`config.mk`:
```
export PLATFORM = sky130hd
export DESIGN_NAME = multdiv_ctrl
export DESIGN_NICKNAME = d
export VERILOG_FILES = /design/src/rtl/multdiv_ctrl.sv
export SDC_FILE = /design/constraint.sdc
export NUM_CORES = 1
export LEC_CHECK = 0
export BUFFER_PORTS_ARGS = -buffer_cell sky130_fd_sc_hd__buf_4
export CAP_MARGIN = 0
export CORE_MARGIN = 2
export CORE_UTILIZATION = 45
export CTS_CLUSTER_DIAMETER = 150
export DETAILED_ROUTE_END_ITERATION = 10
export GPL_TIMING_DRIVEN = 0
export PLACE_DENSITY = 0.7
export SLEW_MARGIN = 10
export SYNTH_ARGS = -nofsm -noshare
export SYNTH_HDL_FRONTEND = slang
export SYNTH_SLANG_ARGS = --single-unit
```
`constraint.sdc`:
```
create_clock -name clk -period 5.16 [get_ports clk]
set_input_delay 0.258 -clock clk [delete_from_list [all_inputs] [get_ports clk]]
set_output_delay 0.258 -clock clk [all_outputs]
set_load 0.01 [all_outputs]
```
`src/rtl/multdiv_ctrl.sv`:
```
// Sequencing controller for the iterative multiply/divide unit: latches the
// operation, runs ITER datapath steps and reports completion and exceptions.
module multdiv_ctrl #(
    parameter int unsigned ITER  = 32,
    parameter int unsigned CNT_W = 5
) (
    input  logic             clk,
    input  logic             reset_n,
    input  logic             ctrl_MULT,
    input  logic             ctrl_DIV,
    input  logic             divisor_zero,
    input  logic             mult_ovf,
    output logic             busy,
    output logic             load,
    output logic             step_en,
    output logic             op_div,
    output logic [CNT_W-1:0] count,
    output logic             data_resultRDY,
    output logic             data_exception
);

    localparam logic [CNT_W-1:0] LAST_IDX = CNT_W'(ITER - 1);

    typedef enum logic [1:0] {
        IDLE = 2'd0,
        LOAD = 2'd1,
        RUN  = 2'd2,
        DONE = 2'd3
    } state_t;

    state_t state;
    logic   dz_flag;
    logic   start;

    assign start = ctrl_MULT | ctrl_DIV;

    // State, counter and strobes; each strobe is set for the state being entered.
    always_ff @(posedge clk) begin
        if (!reset_n) begin
            state          <= IDLE;
            count          <= '0;
            op_div         <= 1'b0;
            dz_flag        <= 1'b0;
            busy           <= 1'b0;
            load           <= 1'b0;
            step_en        <= 1'b0;
            data_resultRDY <= 1'b0;
        end else begin
            load           <= 1'b0;
            step_en        <= 1'b0;
            data_resultRDY <= 1'b0;
            if (start) begin
                // Multiply wins when both pulses arrive together.
                state   <= LOAD;
                count   <= '0;
                op_div  <= ctrl_DIV & ~ctrl_MULT;
                dz_flag <= 1'b0;
                busy    <= 1'b1;
                load    <= 1'b1;
            end else begin
                case (state)
                    IDLE: begin
                        busy <= 1'b0;
                    end
                    LOAD: begin
                        count <= '0;
                        if (op_div && divisor_zero) begin
                            state          <= DONE;
                            dz_flag        <= 1'b1;
                            data_resultRDY <= 1'b1;
                        end else begin
                            state   <= RUN;
                            step_en <= 1'b1;
                        end
                    end
                    RUN: begin
                        count <= count + CNT_W'(1);
                        if (count == LAST_IDX) begin
                            state          <= DONE;
                            data_resultRDY <= 1'b1;
                        end else begin
                            step_en <= 1'b1;
                        end
                    end
                    DONE: begin
                        state   <= IDLE;
                        busy    <= 1'b0;
                        dz_flag <= 1'b0;
                    end
                    default: begin
                        state <= IDLE;
                        busy  <= 1'b0;
                    end
                endcase
            end
        end
    end

    // mult_ovf is only valid during the DONE cycle, so it is gated by the registered pulse.
    assign data_exception = data_resultRDY & (dz_flag | (~op_div & mult_ovf));

endmodule
```
# Yosys cells after proc, flatten, opt, wreduce, memory -nomap -nowiden
# Cells that the tools add are included.
[classes] bitwise=8 n_reduce_logical=12 muxes=16 eq_ne=7 addsub=1
[ops] cell="$mux 1" n=10
[ops] cell="$pmux 5 s2" n=1
[ops] cell="$pmux 1 s2" n=3
[ops] cell="$pmux 2 s3" n=1
[ops] cell="$reduce_and 2->1" n=3
[ops] cell="$reduce_bool 2->1" n=3
[ops] cell="$add 5x1->5 const B" n=1
[ops] cell="$eq 5x5->1 const B" n=1
[ops] cell="$eq 2x2->1 const B" n=2
[ops] cell="$ne 2x2->1 const B" n=2
[ops] cell="$reduce_bool 4->1" n=1
[ops] cell="$reduce_or 2->1" n=2
[ops] cell="$and 1x1->1" n=3
[ops] cell="$ne 3x3->1 const B" n=1
[ops] cell="$not 1->1" n=3
[ops] cell="$reduce_bool 3->1" n=1
[ops] cell="$eq 2x1->1 const B" n=1
[ops] cell="$logic_not 2->1" n=1
[ops] cell="$mux 2" n=1
[ops] cell="$or 1x1->1" n=2
[ops] cell="$logic_and 1x1->1" n=1
[word_totals] regBits=13 input_bits=6 elab_cells=53 output_inout_bits=11

# Logic depth before layout (Yosys ltp)
[depth] depth_word=4 depth_mapped=6

# Worst setup path before layout
# Ideal clock, no wire load.
[synth_path] path_kind="reg2reg" from="register state[0]" to="register state[0]" synth_period_minus_slack_ns=1.738 setup_time_ns=0.125 slack_ns=3.422 t_arrival_ns=1.613 t_required_ns=5.035 n_path_buf=1 stages_incl_launch_ff=7 cell_sequence="dfxtp_1 inv_1 ha_1 clkbuf_1 nor2b_1 o31a_1 o41a_1"
[synth_between] elab_chain_len=3 word_cells_on_any_way=8 cone_classes="eq/ne (4); mux (2); reduce/logical (2)"
[synth_lines] element="start: declaration" line_no="31" rtl="state_t state;"
[synth_lines] element="start signal: assignment" line_no="40" rtl="state <= IDLE;"
[synth_lines] element="start signal: assignment" line_no="54" rtl="state <= LOAD;"
[synth_lines] element="start signal: assignment" line_no="68" rtl="state <= DONE;"
[synth_lines] element="$eq 2x2->1 or $eq 2x1->1 (tied branches)" line_no="61" rtl="case (state)"
[synth_lines] element="$pmux 2 s3 (tied with other cells)" line_no="61"
[synth_lines] element="$mux 1 or $reduce_and 2->1 (tied branches)"
# Parallel ways exist; a longest one is shown, timed or not.
# A chain may end at the register's enable or synchronous reset.

# Worst setup path after layout
# Ends and elaborated chain as after synthesis.

==> flow_summary.toml <==
[worst_setup_path]
timing.critical_path.fanout_max = 9
r2r_setup_slack_ns = 3.27
crit_buf_inv = 2
critPathSlowestCell = "sky130_fd_sc_hd__dfxtp_1"
rr_startpoint = "state[0]"
rr_worst_depth = 6
worst_ep_arrival_time_ns = 2.05
max_stage_delay_ns = 0.43
type_of_destination_of_the_critical_path = "flip-flop"
critical_path_required_ns = 5.32
family_with_the_most_delay_on_the_worst_path = "compound AO/OA/AOI/OAI gates"
timing.critical_path.cells = "inv_1 -> ha_1 -> clkbuf_1 -> nor2b_1 -> o31a_1 -> o41a_1"
worstSetupPathDepth = 6
crit_path_start_kind = "flip-flop"
timing.rr.end = "state[0]"
critPathKind = "flip-flop to flip-flop"

[power]
max-vdd-ir-drop_mv = 0.157
power_per_cell_area_nw_per_um2 = 230
static-leakage-power_nw = 0.351

[detailed_routing]
vias_per_cell = 5.34
drc = 0
detail_route.first_pass.iterations = 5
detailedRoute.firstIterationViolations = 9
final_antenna_net_count = 0
detail_route.wirelength_um = 1210
routedWlPerCell_um = 11.3
routed-via-count = 571

[flow_run]
timing.max_cap.violations = 0

[cells_and_area]
insertedDiodeCount = 0
layout.cells.most_common = "sky130_fd_sc_hd__buf_4"
fill_cells = 123
finish.net_count = 106
multiInputGateArea_um2 = 362
post_route_cells_drive_above_1_share_pct = 22.8
final-seq-area_um2 = 260
synthToLayoutAreaGrowth_pct = 25.2
mostFrequentLayoutCells = "sky130_fd_sc_hd__buf_4, sky130_fd_sc_hd__dfxtp_1, sky130_fd_sc_hd__a21oi_1, sky130_fd_sc_hd__ha_1, sky130_fd_sc_hd__inv_1"

[cts]
cts.path.max_buffers = 2
clock_sinks = 13
clk_transition_reported_paths_ns = 0.07
hold_buffers = 0
cts_made_buffers = 3
post_cts_resize_count = 0
h-tree-depth = 1
worstSkewPairLatency_ns = 0.27
postCtsSetupRepairBufs = 0
tritoncts = "done"
clk_root_buffer_cell = "sky130_fd_sc_hd__clkbuf_4"

[sta]
final_cycle_share_pct = 36.6
setup_total_negative_slack_ns = 0
final_count_of_hold_timing_violations = 0
hold_ws_ns = 0.181
fmax_mhz = 529
period_minus_slack_ns = 1.89
rsz0062_at_grt = "no"
finClkSkew_ns = 0.000583
timing.slew.headroom_pct = 78.2
tightest_slew_ns = 0.327
report.final.slew_viol_count = 0
report.final.setup_viol = 0

[global_route]
grt_util_all_layers_pct = 14.6
grt_antenna_before_repair = 0
grt_pass1_wl_um = 1990
grt_start_max_net_pins = 11
vias_in_the_first_global_route = 495
grt.overflow.total = 0

[die]
chipHeight_um = 42.2
initial_core_utilization_pct = 49.2
core_area_um2 = 1330
rows = 13
fp.dieArea_um2 = 1780
num_io_pins = 17
die_width_um = 42.2

[placed_design]
numPortBuffers = 16
gpl_wtd_cong = 0.757
dp.final_hpwl_um = 966

[logic_synthesis]
syn-mean-instance-area_um2 = 9.11
netlist_top_cells_area = "sky130_fd_sc_hd__dfxtp_1, sky130_fd_sc_hd__ha_1, sky130_fd_sc_hd__a21oi_1"
syn-num-nets = 85
ys_ff_latch = 13
netlist-cell-type-count = 28
ys_seq_area_share_pct = 39.7
yosys.area.top_type = "sky130_fd_sc_hd__dfxtp_1"
synthCells = 72
synthesis.area_um2 = 656
yosysTopAreaCellShare_pct = 39.7
yosysWarningCount = 0

[hold_path]
hold_path_startpoint = "ctrl_MULT"
timing.hold.worst_path_depth = 2
worstHoldEndpoint = "op_div"
hold_class = "primary input to flip-flop"

[run_status]
status = "finished clean"
## state kept, by name, indices dropped and copies added (netlist names)
signal	cells
load	1
state	2
data_resultRDY	1
busy	1
count	5
dz_flag	1
step_en	1
op_div	1
## report_power, final
| part | switching, W | internal, W |
|---|---|---|
| Combinational | 0.0000118 | 0.0000112 |
| Sequential | 0.00000251 | 0.000103 |
| Clock | 0.0000307 | 0.0000299 |
## layer usage
metal | part of all wire, % | track usage, % | vias to the layer above | wire length, um
met3 | 7.4 | 7.33 | 0 | 90
li1 | - | - | 298 | -
met2 | 48 | 24.0 | 21 | 580
met5 | 0 | 0 | - | 0
met4 | 0 | 3.75 | 0 | 0
met1 | 45 | 16.6 | 252 | 540
## cell usage after synthesis
library cell / instances
sky130_fd_sc_hd__nand3_1: 4
sky130_fd_sc_hd__o21a_1: 2
sky130_fd_sc_hd__o21ai_0: 3
sky130_fd_sc_hd__nor2_1: 3
sky130_fd_sc_hd__ha_1: 7
sky130_fd_sc_hd__clkbuf_1: 1
sky130_fd_sc_hd__mux2_2: 1
sky130_fd_sc_hd__nand4b_1: 1
sky130_fd_sc_hd__nand2_1: 4
sky130_fd_sc_hd__or4_1: 1
sky130_fd_sc_hd__or3_1: 1
sky130_fd_sc_hd__o31ai_1: 1
sky130_fd_sc_hd__nor4_1: 1
sky130_fd_sc_hd__o41a_1: 1
sky130_fd_sc_hd__nor2b_1: 4
sky130_fd_sc_hd__nor3b_1: 1
sky130_fd_sc_hd__and3_1: 1
sky130_fd_sc_hd__buf_6: 1
sky130_fd_sc_hd__inv_1: 5
sky130_fd_sc_hd__and3b_1: 1
sky130_fd_sc_hd__dfxtp_1: 13
sky130_fd_sc_hd__nand2b_1: 1
sky130_fd_sc_hd__a21boi_0: 1
sky130_fd_sc_hd__nor3_1: 2
sky130_fd_sc_hd__a211oi_1: 2
sky130_fd_sc_hd__o31a_1: 1
sky130_fd_sc_hd__a21oi_1: 7
sky130_fd_sc_hd__or3b_1: 1
## worst max-delay path by stage
stage	start	to	slack, ns
after floorplan	state[0]	state[0]	3.42
after global placement	state[0]	state[0]	3.28
after detailed placement	state[0]	state[0]	3.27
after CTS	state[0]	state[0]	3.26
after global routing	state[0]	state[0]	3.16
final	state[0]	state[0]	3.27
## through the flow
stage,setup WS (ns),util (%),instance area (um2),std cells,power (W)
after floorplan,3.42,-,656,72,0.000121
after global placement,3.28,59.6,795,103,0.000130
after detailed placement,3.27,59.6,795,103,0.000131
after CTS,3.26,61.5,821,107,0.000193
after global routing,3.16,61.5,821,107,0.000199
final,3.27,61.5,821,107,0.000189
## cell type report
class | instances | share of cell area [%]
flip-flops and latches | 13 | 31.7
inverters | 5 | 2.29
multi-input cells | 52 | 44.1
well taps | 15 | 2.29
repair buffers | 16 | 14.6
plain buffers | 2 | 1.83
clock buffers | 4 | 3.20
## kinds of logic (layout without fill, tap and decap cells)
logic type      after synthesis  in the layout  share of synthesized area, %
simple gates                 26             26                          22.5
mux                           1              1                          1.72
fa+ha+maj                     7              7                          13.4
flops                        13             13                          39.7
buf+inv                       7             27                          5.15
compound gates               18             18                          17.6
Power figures use the tool's default switching activity.
